## config.mk

```make
export PLATFORM = sky130hd
export DESIGN_NAME = cache_fill_fsm
export DESIGN_NICKNAME = d
export VERILOG_FILES = /design/src/rtl/cache_pkg.sv /design/src/rtl/fill_counter.sv /design/src/rtl/cache_fill_fsm.sv
export SDC_FILE = /design/constraint.sdc
export NUM_CORES = 1
export LEC_CHECK = 0
export CAP_MARGIN = 20
export CORE_MARGIN = 8
export CORE_UTILIZATION = 39
export DETAILED_ROUTE_END_ITERATION = 7
export PLACE_DENSITY = 0.81
export SLEW_MARGIN = 0
export SYNTH_ARGS = -nofsm -noshare
export SYNTH_HDL_FRONTEND = slang
export SYNTH_SLANG_ARGS = --single-unit
```

## constraint.sdc

```tcl
create_clock -name clk -period 2.05 [get_ports clk]
set_input_delay 0.41 -clock clk [delete_from_list [all_inputs] [get_ports clk]]
set_output_delay 0.41 -clock clk [all_outputs]
set_load 0.05 [all_outputs]
```

## src/rtl/cache_pkg.sv

```systemverilog
// Shared definitions for the cache miss-handling engine: FSM state encoding
// and default block geometry (16-byte blocks of eight 16-bit words).
package cache_pkg;

  typedef enum logic {
    IDLE = 1'b0,
    FILL = 1'b1
  } fill_state_t;

  localparam int WORDS_PER_BLOCK   = 8;
  localparam int BLOCK_OFFSET_BITS = 4;
  localparam int WORD_OFFSET_BITS  = 3;

endpackage

```

## src/rtl/fill_counter.sv

```systemverilog
// Saturating up-counter with synchronous clear, count enable and a
// terminal-count flag. Used once for issued requests and once for
// received words during a block fill.
module fill_counter #(
  parameter int WIDTH = 4,
  parameter int LIMIT = 8
) (
  input  logic             clk,
  input  logic             rst,
  input  logic             clear,
  input  logic             enable,
  output logic [WIDTH-1:0] count,
  output logic             done
);

  localparam logic [WIDTH-1:0] LIMIT_V = WIDTH'(LIMIT);

  // Terminal count is a pure decode of the register so it is valid the
  // same cycle the count reaches LIMIT.
  assign done = (count == LIMIT_V);

  // Count up while enabled, hold at LIMIT; clear wins over enable.
  always_ff @(posedge clk or negedge rst) begin
    if (!rst) begin
      count <= '0;
    end else if (clear) begin
      count <= '0;
    end else if (enable && !done) begin
      count <= count + WIDTH'(1);
    end
  end

endmodule

```

## src/rtl/cache_fill_fsm.sv

```systemverilog
// Cache miss-handling engine. On an accepted miss it issues one read per
// word of the missing block back-to-back, streams each returned word into
// the data array, and on the last word writes the tag array. The pipeline
// is stalled (fsm_busy) for the whole fill. rst is asynchronous, active-low.
module cache_fill_fsm
  import cache_pkg::*;
#(
  parameter int WORDS  = WORDS_PER_BLOCK,
  parameter int ADDR_W = 16,
  parameter int DATA_W = 16
) (
  input  logic                     clk,
  input  logic                     rst,
  input  logic                     miss_detected,
  input  logic [ADDR_W-1:0]        miss_address,
  input  logic                     mem_grant,
  input  logic                     memory_data_valid,
  input  logic [DATA_W-1:0]        memory_data,
  output logic                     fsm_busy,
  output logic                     mem_read_req,
  output logic [ADDR_W-1:0]        memory_address,
  output logic                     write_data_array,
  output logic [$clog2(WORDS)-1:0] word_offset,
  output logic                     write_tag_array,
  output logic [DATA_W-1:0]        fill_data
);

  localparam int OFF_W      = $clog2(WORDS);
  localparam int REQ_W      = OFF_W + 1;
  localparam int WORD_BYTES = DATA_W / 8;
  localparam int BLK_W      = $clog2(WORDS * WORD_BYTES);

  // Clears the byte-within-block bits of a missing address.
  localparam logic [ADDR_W-1:0] BLK_MASK = ~((ADDR_W'(1) << BLK_W) - ADDR_W'(1));
  localparam logic [ADDR_W-1:0] STEP     = ADDR_W'(WORD_BYTES);

  fill_state_t         state;
  logic [ADDR_W-1:0]   base_addr;
  logic [REQ_W-1:0]    req_cnt;
  logic [OFF_W-1:0]    rcv_cnt;
  logic                req_done;
  logic                rcv_last;
  logic                in_fill;
  logic                accept;
  logic                last_word;

  assign in_fill   = (state == FILL);
  // A miss is only looked at while idle; a miss raised during a fill is
  // dropped and the cache re-raises it once the stall is released.
  assign accept    = (state == IDLE) && miss_detected && mem_grant;
  assign last_word = in_fill && memory_data_valid && rcv_last;

  // Requests issued: one per cycle in FILL until all words are requested.
  fill_counter #(
    .WIDTH (REQ_W),
    .LIMIT (WORDS)
  ) u_req_cnt (
    .clk    (clk),
    .rst    (rst),
    .clear  (accept),
    .enable (in_fill),
    .count  (req_cnt),
    .done   (req_done)
  );

  // Words received: independent of the request side because responses
  // start arriving while requests are still being issued.
  fill_counter #(
    .WIDTH (OFF_W),
    .LIMIT (WORDS - 1)
  ) u_rcv_cnt (
    .clk    (clk),
    .rst    (rst),
    .clear  (accept),
    .enable (in_fill && memory_data_valid),
    .count  (rcv_cnt),
    .done   (rcv_last)
  );

  // Control FSM: latch the block-aligned base on acceptance, return to IDLE
  // the cycle after the final word (and its tag write).
  always_ff @(posedge clk or negedge rst) begin
    if (!rst) begin
      state     <= IDLE;
      base_addr <= '0;
    end else begin
      case (state)
        IDLE: begin
          if (accept) begin
            state     <= FILL;
            base_addr <= miss_address & BLK_MASK;
          end
        end
        FILL: begin
          if (last_word) begin
            state <= IDLE;
          end
        end
        default: state <= IDLE;
      endcase
    end
  end

  assign fsm_busy = in_fill;

  // Memory and array strobes decode from state and counters only; in IDLE
  // (and under reset) every output is held at zero.
  always_comb begin
    mem_read_req     = 1'b0;
    memory_address   = '0;
    write_data_array = 1'b0;
    word_offset      = '0;
    write_tag_array  = 1'b0;
    fill_data        = '0;
    if (in_fill) begin
      mem_read_req     = !req_done;
      // Word addresses stay inside the aligned block, so the add wraps
      // modulo 2^ADDR_W without carrying out of the block.
      memory_address   = req_done ? base_addr : base_addr + ADDR_W'(req_cnt) * STEP;
      write_data_array = memory_data_valid;
      word_offset      = rcv_cnt;
      write_tag_array  = last_word;
      fill_data        = memory_data;
    end
  end

endmodule

```

== Word-level counts from Yosys, hierarchy flattened ==
Index checks and enable logic that the tools add are counted.
Cells by class
  reductions and logical operators: 11
  equal/unequal tests: 2
  multiplexer cells: 14
  bitwise logic cells: 1
  add/subtract/negate cells: 3
Operator list (number)
  16-bit two-way mux: 3
  16-bit by 5-bit adder with 16-bit output: 1
  3-bit two-way mux: 3
  4-bit two-way mux: 2
  1-bit logical AND: 6
  1-bit two-way mux: 5
  4-bit by 1-bit adder with 4-bit output (second input constant): 1
  4-bit == test (second input constant): 1
  2-bit nonzero test: 2
  3-bit by 1-bit adder with 3-bit output (second input constant): 1
  3-bit == test (second input constant): 1
  1-bit zero test: 2
  1-bit case mux with 2 select lines: 1
  2-bit AND reduction: 1
  1-bit inverter: 1
Storage, ports and cells
  bits of input ports: 37
  output and inout bits: 39
  flip-flop bits (word level): 20
  logic and storage cells: 35

== Logic depth before layout (Yosys ltp) ==
  depth after elaboration: 5
  depth in mapped cells: 7

== Cells and area by module ==
From an unflattened synthesis, not the netlist that was laid out.
Second synthesis, totals
  cells, all modules: 144
  area total of the unflattened synthesis: 1390.1 µm²
Modules (own cells, without submodules)
  cache_fill_fsm: area each 973.4 µm², sequential area each 325.3 µm², instances 1, cells an instance 105
  fill_counter (u_req_cnt): area each 232.7 µm², sequential area each 100.1 µm², instances 1, cells an instance 24
  fill_counter (u_rcv_cnt): area each 183.9 µm², sequential area each 75.1 µm², instances 1, cells an instance 15

== Worst setup path after synthesis ==
No wires, ideal clock.
  path type: register to output
  from: register state (netlist: fsm_busy)
  to: output memory_address[4]
  required time: 1.640 ns
  data arrival time: 2.144 ns
  slack: -0.504 ns
  buffers on the path: 1
  stages on the path, launching flop included: 3
  path through: dfrtp_1 clkbuf_1 a21boi_0
Between the ends
  word-level cells in the longest chain between the ends: 1
Ends and longest elaborated chain
  start: declaration: line cache_fill_fsm.sv:37  | fill_state_t state;
  start signal: assignment: line cache_fill_fsm.sv:84  | state <= IDLE;
  start signal: assignment: line cache_fill_fsm.sv:90  | state <= FILL;
  start signal: assignment: line cache_fill_fsm.sv:96  | state <= IDLE;
  16-bit two-way mux: line cache_fill_fsm.sv:115  | if (in_fill) begin
  end: declaration: line cache_fill_fsm.sv:21  | output logic [ADDR_W-1:0] memory_address,
No other way between the ends.

== Worst setup path after layout ==
  from: register u_req_cnt.count[1]
  to: output memory_address[7]
Between the ends
  word-level cells in the longest chain between the ends: 3
  elaborated cells between the ends (all ways): 4
Ends and longest elaborated chain
  start: declaration: line fill_counter.sv:12  | output logic [WIDTH-1:0] count,
  start signal: assignment: line fill_counter.sv:29  | count <= count + WIDTH'(1);
  16-bit by 5-bit adder with 16-bit output / 4-bit == test (equally long branches): line cache_fill_fsm.sv:119, fill_counter.sv:20
  16-bit two-way mux *: line cache_fill_fsm.sv:119  | memory_address = req_done ? base_addr : base_addr + ADDR_W'(req_cnt) * STEP;
  16-bit two-way mux *: line cache_fill_fsm.sv:115
Mark *: on every way between the ends. The rest lies on a longest branch, timed or not.

==> run summary <==
count of different cell masters after synthesis = 30
crit-path max cell delay = 0.40 ns
proportion of power drawn by flip-flops and latches = 0.163
compound-gate portion of the synthesized area = 0.0309
required time reported for the critical path endpoint = 1.64 ns
via count of the first global-routing pass = 1637
# hold bufs at CTS = 0
cell taking the most area after synthesis = sky130_fd_sc_hd__dfrtp_1
Maximum Capacitance Violations = 0
switch share = 0.492
violated checks = setup timing
GRT Util Overall = 0.194
unrepaired setup endpoints after global routing = true
Pint = 2.73 mW
cell total after placement = 294
total wirelength of the detailed-routed design = 5590 um
initial cell density of the core = 0.409
number of endpoints failing setup at the final stage = 15
number of nets in the layout = 306
total via count after detailed routing = 1588
TritonCTS clock tree = yes
Synth Area in XOR/XNOR = 0.0637
category of cells accounting for the largest share of critical-path delay = simple AND/OR/NAND/NOR gates
main combinational cell family by area after synthesis = simple AND/OR/NAND/NOR gates
Placement Setup Slack = -0.0934 ns
critical path startpoint category = flip-flop
sequential-to-total area share from yosys stat = 0.364
Min-Delay Path Class = input pin to asynchronous set/reset pin
number of antenna cells inserted = 0
largest net degree at the start of global routing = 21
placeable core region = 3360 um^2
post-synthesis cell area = 1380 um^2
top cell types by occurrence after synthesis = 51 x sky130_fd_sc_hd__nand2_1, 28 x sky130_fd_sc_hd__and2_1, 20 x sky130_fd_sc_hd__dfrtp_1, 11 x sky130_fd_sc_hd__nor2_1, 8 x sky130_fd_sc_hd__xor2_1
die height = 75.4 um
GRT overflow = 0
antenna violations before repair = 0
final weighted congestion in routability-driven placement = 0.854
clock latency of the later-clocked register in the worst-skew pair = 0.31 ns
Max H-tree Level = 1
library cell contributing the largest single delay on the critical path = sky130_fd_sc_hd__dfrtp_1
CTS clk-pin slew, worst paths = 0.12 ns
post-route fraction of the period consumed by the critical path = 1.16
fin. max-slew vios = 0
Worst Clk Skew = 0.00743 ns
iteration count of the initial detailed-routing pass = 4
Arr. time, crit path = 1.97 ns
via density per instance = 5.16
dominant cells by area after synthesis = sky130_fd_sc_hd__dfrtp_1 36%, sky130_fd_sc_hd__nand2_1 14%, sky130_fd_sc_hd__and2_1 13%
number of DRC violations after detailed-routing iteration 0 = 121
most common cell in the synthesized netlist = sky130_fd_sc_hd__nand2_1
Comb power frac = 0.793
Period minus WS final = 2.38 ns
multiplexer share of the synthesized area = 0.0291
post-layout instance count excluding filler cells = 308
beginning of the worst register-to-register path = u_req_cnt.count[1]
Setup Crit Path Kind = flip-flop to output pin
kind of capture point of the worst setup path = output pin
static leakage = 1.31 nW
Synth warnings = 0
mean instance size in the synthesized netlist = 8.04 um^2
clk buf depth = 2
horizontal die dimension = 75.4 um
Root Buffer = sky130_fd_sc_hd__clkbuf_4
fraction of layout instances using a drive strength above 1 = 0.389
synthesis-stage register bit count = 20
final total negative setup slack = -3.75 ns
outcome = finished, violations left
IO Port Bufs = 70
endpoints failing hold = 0
power density over the cells = 1880 nW/um^2
adder-cell share of the synthesized area = 0.0546
share of Yosys cell area claimed by the top area cell type = 0.364
number of placed I/O pins = 76
Post-synth EDFFs = 0
number of cells on the worst reg-to-reg path = 8
share of synthesized cell area in and, or, nand and nor gates = 0.413
Syn Inst Count = 171
drt drc = 0
net switching power = 2.65 mW
least setup slack across all paths after layout = -0.327 ns
antenna violation net count after detailed routing = 0
relative area change from synthesis to final layout = 108%
overall power after layout = 5.38 mW
Detailed Place HPWL = 3540 um
Synthesized Nets = 214
worst vdd ir = 1510 uV
clock sink count = 20
worst-path maximum fanout = 5
Clock Power Share = 0.044
worst reg2reg endpoint = u_req_cnt.count[1]
Buf+Inv Stages, Crit Path = 3
number of core rows = 21
routed len/inst = 18.1 um
first-pass GRT wire length = 8240 um
primary flip-flop cell chosen by synthesis mapping = sky130_fd_sc_hd__dfrtp_1
fraction of synthesis flops using an asynchronous set or reset pin = 1.00
internal reg-to-reg setup slack = 0.47 ns
upper clock frequency limit = 421 MHz
area of the die = 5680 um^2
number of buffers created by CTS = 3
critical path cell sequence = inv_2 -> ha_4 -> buf_4 -> nand3b_1 -> nand4_1 -> xnor2_2 -> and2_4 -> buf_12
how the worst max path moves through the flow:
stage	start	to	slack (ns)	depth (start not counted)
finish	u_req_cnt.count[1]	memory_address[7]	-0.33	8
global route	base_addr[4]	memory_address[12]	-0.41	7
CTS	u_req_cnt.count[0]	memory_address[12]	-0.27	7
detailed placement	u_req_cnt.count[0]	memory_address[11]	-0.09	7
global placement	u_req_cnt.count[0]	memory_address[15]	-0.05	7
floorplan	fsm_busy	memory_address[1]	-0.15	3
cell usage in the layout, fill, tap and decap left out, types with 2 or more instances in the layout:
cell type,n
sky130_fd_sc_hd__inv_1,2
sky130_fd_sc_hd__ha_4,3
sky130_fd_sc_hd__nand2_1,50
sky130_fd_sc_hd__xor2_1,8
sky130_fd_sc_hd__nor2_2,4
sky130_fd_sc_hd__o21ai_0,2
sky130_fd_sc_hd__ha_1,3
sky130_fd_sc_hd__clkbuf_4,3
sky130_fd_sc_hd__clkdlybuf4s50_1,32
sky130_fd_sc_hd__dfrtp_1,19
sky130_fd_sc_hd__and2_1,20
sky130_fd_sc_hd__and2_4,4
sky130_fd_sc_hd__buf_6,3
sky130_fd_sc_hd__nand3_2,2
sky130_fd_sc_hd__inv_2,2
sky130_fd_sc_hd__nand2b_1,2
sky130_fd_sc_hd__nand4_1,3
sky130_fd_sc_hd__mux2i_4,2
sky130_fd_sc_hd__nand3_1,3
sky130_fd_sc_hd__and2_2,5
sky130_fd_sc_hd__buf_4,22
sky130_fd_sc_hd__buf_12,38
sky130_fd_sc_hd__mux2i_1,2
sky130_fd_sc_hd__a21oi_1,2
sky130_fd_sc_hd__a21boi_2,2
sky130_fd_sc_hd__nor2_1,7
registers in the layout (all words and copies together) (netlist names):
register	count
base_addr	12
u_req_cnt.count	4
u_rcv_cnt.count	3
fsm_busy	1
power by group through the flow:
stage,Combinational (mW),Clock (mW),Sequential (mW)
CTS,4.14,0.236,0.828
global route,4.46,0.255,0.890
finish,4.27,0.239,0.875
floorplan,2.01,0,0.792
global placement,3.89,0,0.793
detailed placement,3.96,0,0.807
cell type report:
type	instances	area (um^2)
timing repair buffer	95	1280
multi-input combinational	139	975
sequential	20	502
fill	174	498
tap	46	57.6
clock buffer	4	36.3
inverter	4	15.0
routing by layer:
layer,GRT usage,wire (um),up-vias
met1,0.180,1890,779
met5,0,0,-
met3,0.0408,285,19
li1,-,-,727
met4,0.0661,244,0
met2,0.398,3170,63
logic make-up (layout without fill, tap and decap cells):
logic type	Yosys count	after routing
buffers and inverters	12	103
DFF	20	20
AOI/OAI and AO/OA	7	7
and+or+nand+nor	111	111
xor gates and xnor gates	10	10
other	1	1
adders and majority gates	6	6
muxes	4	4
repair_timing:
action | in CTS | in global routing
buffers inserted | 5 | 5
endpoints found under the setup margin | 15 | 30
gates resized for setup | 21 | 10
pin swaps | 13 | 12
per-stage QoR:
stage | instance area (um^2) | hold slack, ns | utilization
4_1_cts | 2790 | 0.439 | 0.828
2_1_floorplan | 1420 | 0.114 | -
6_report | 2870 | 0.422 | 0.852
3_5_place_dp | 2630 | 0.512 | 0.781
5_1_grt | 2870 | 0.444 | 0.852
3_3_place_gp | 2630 | 0.505 | 0.781
Power figures use the tool's default switching activity.
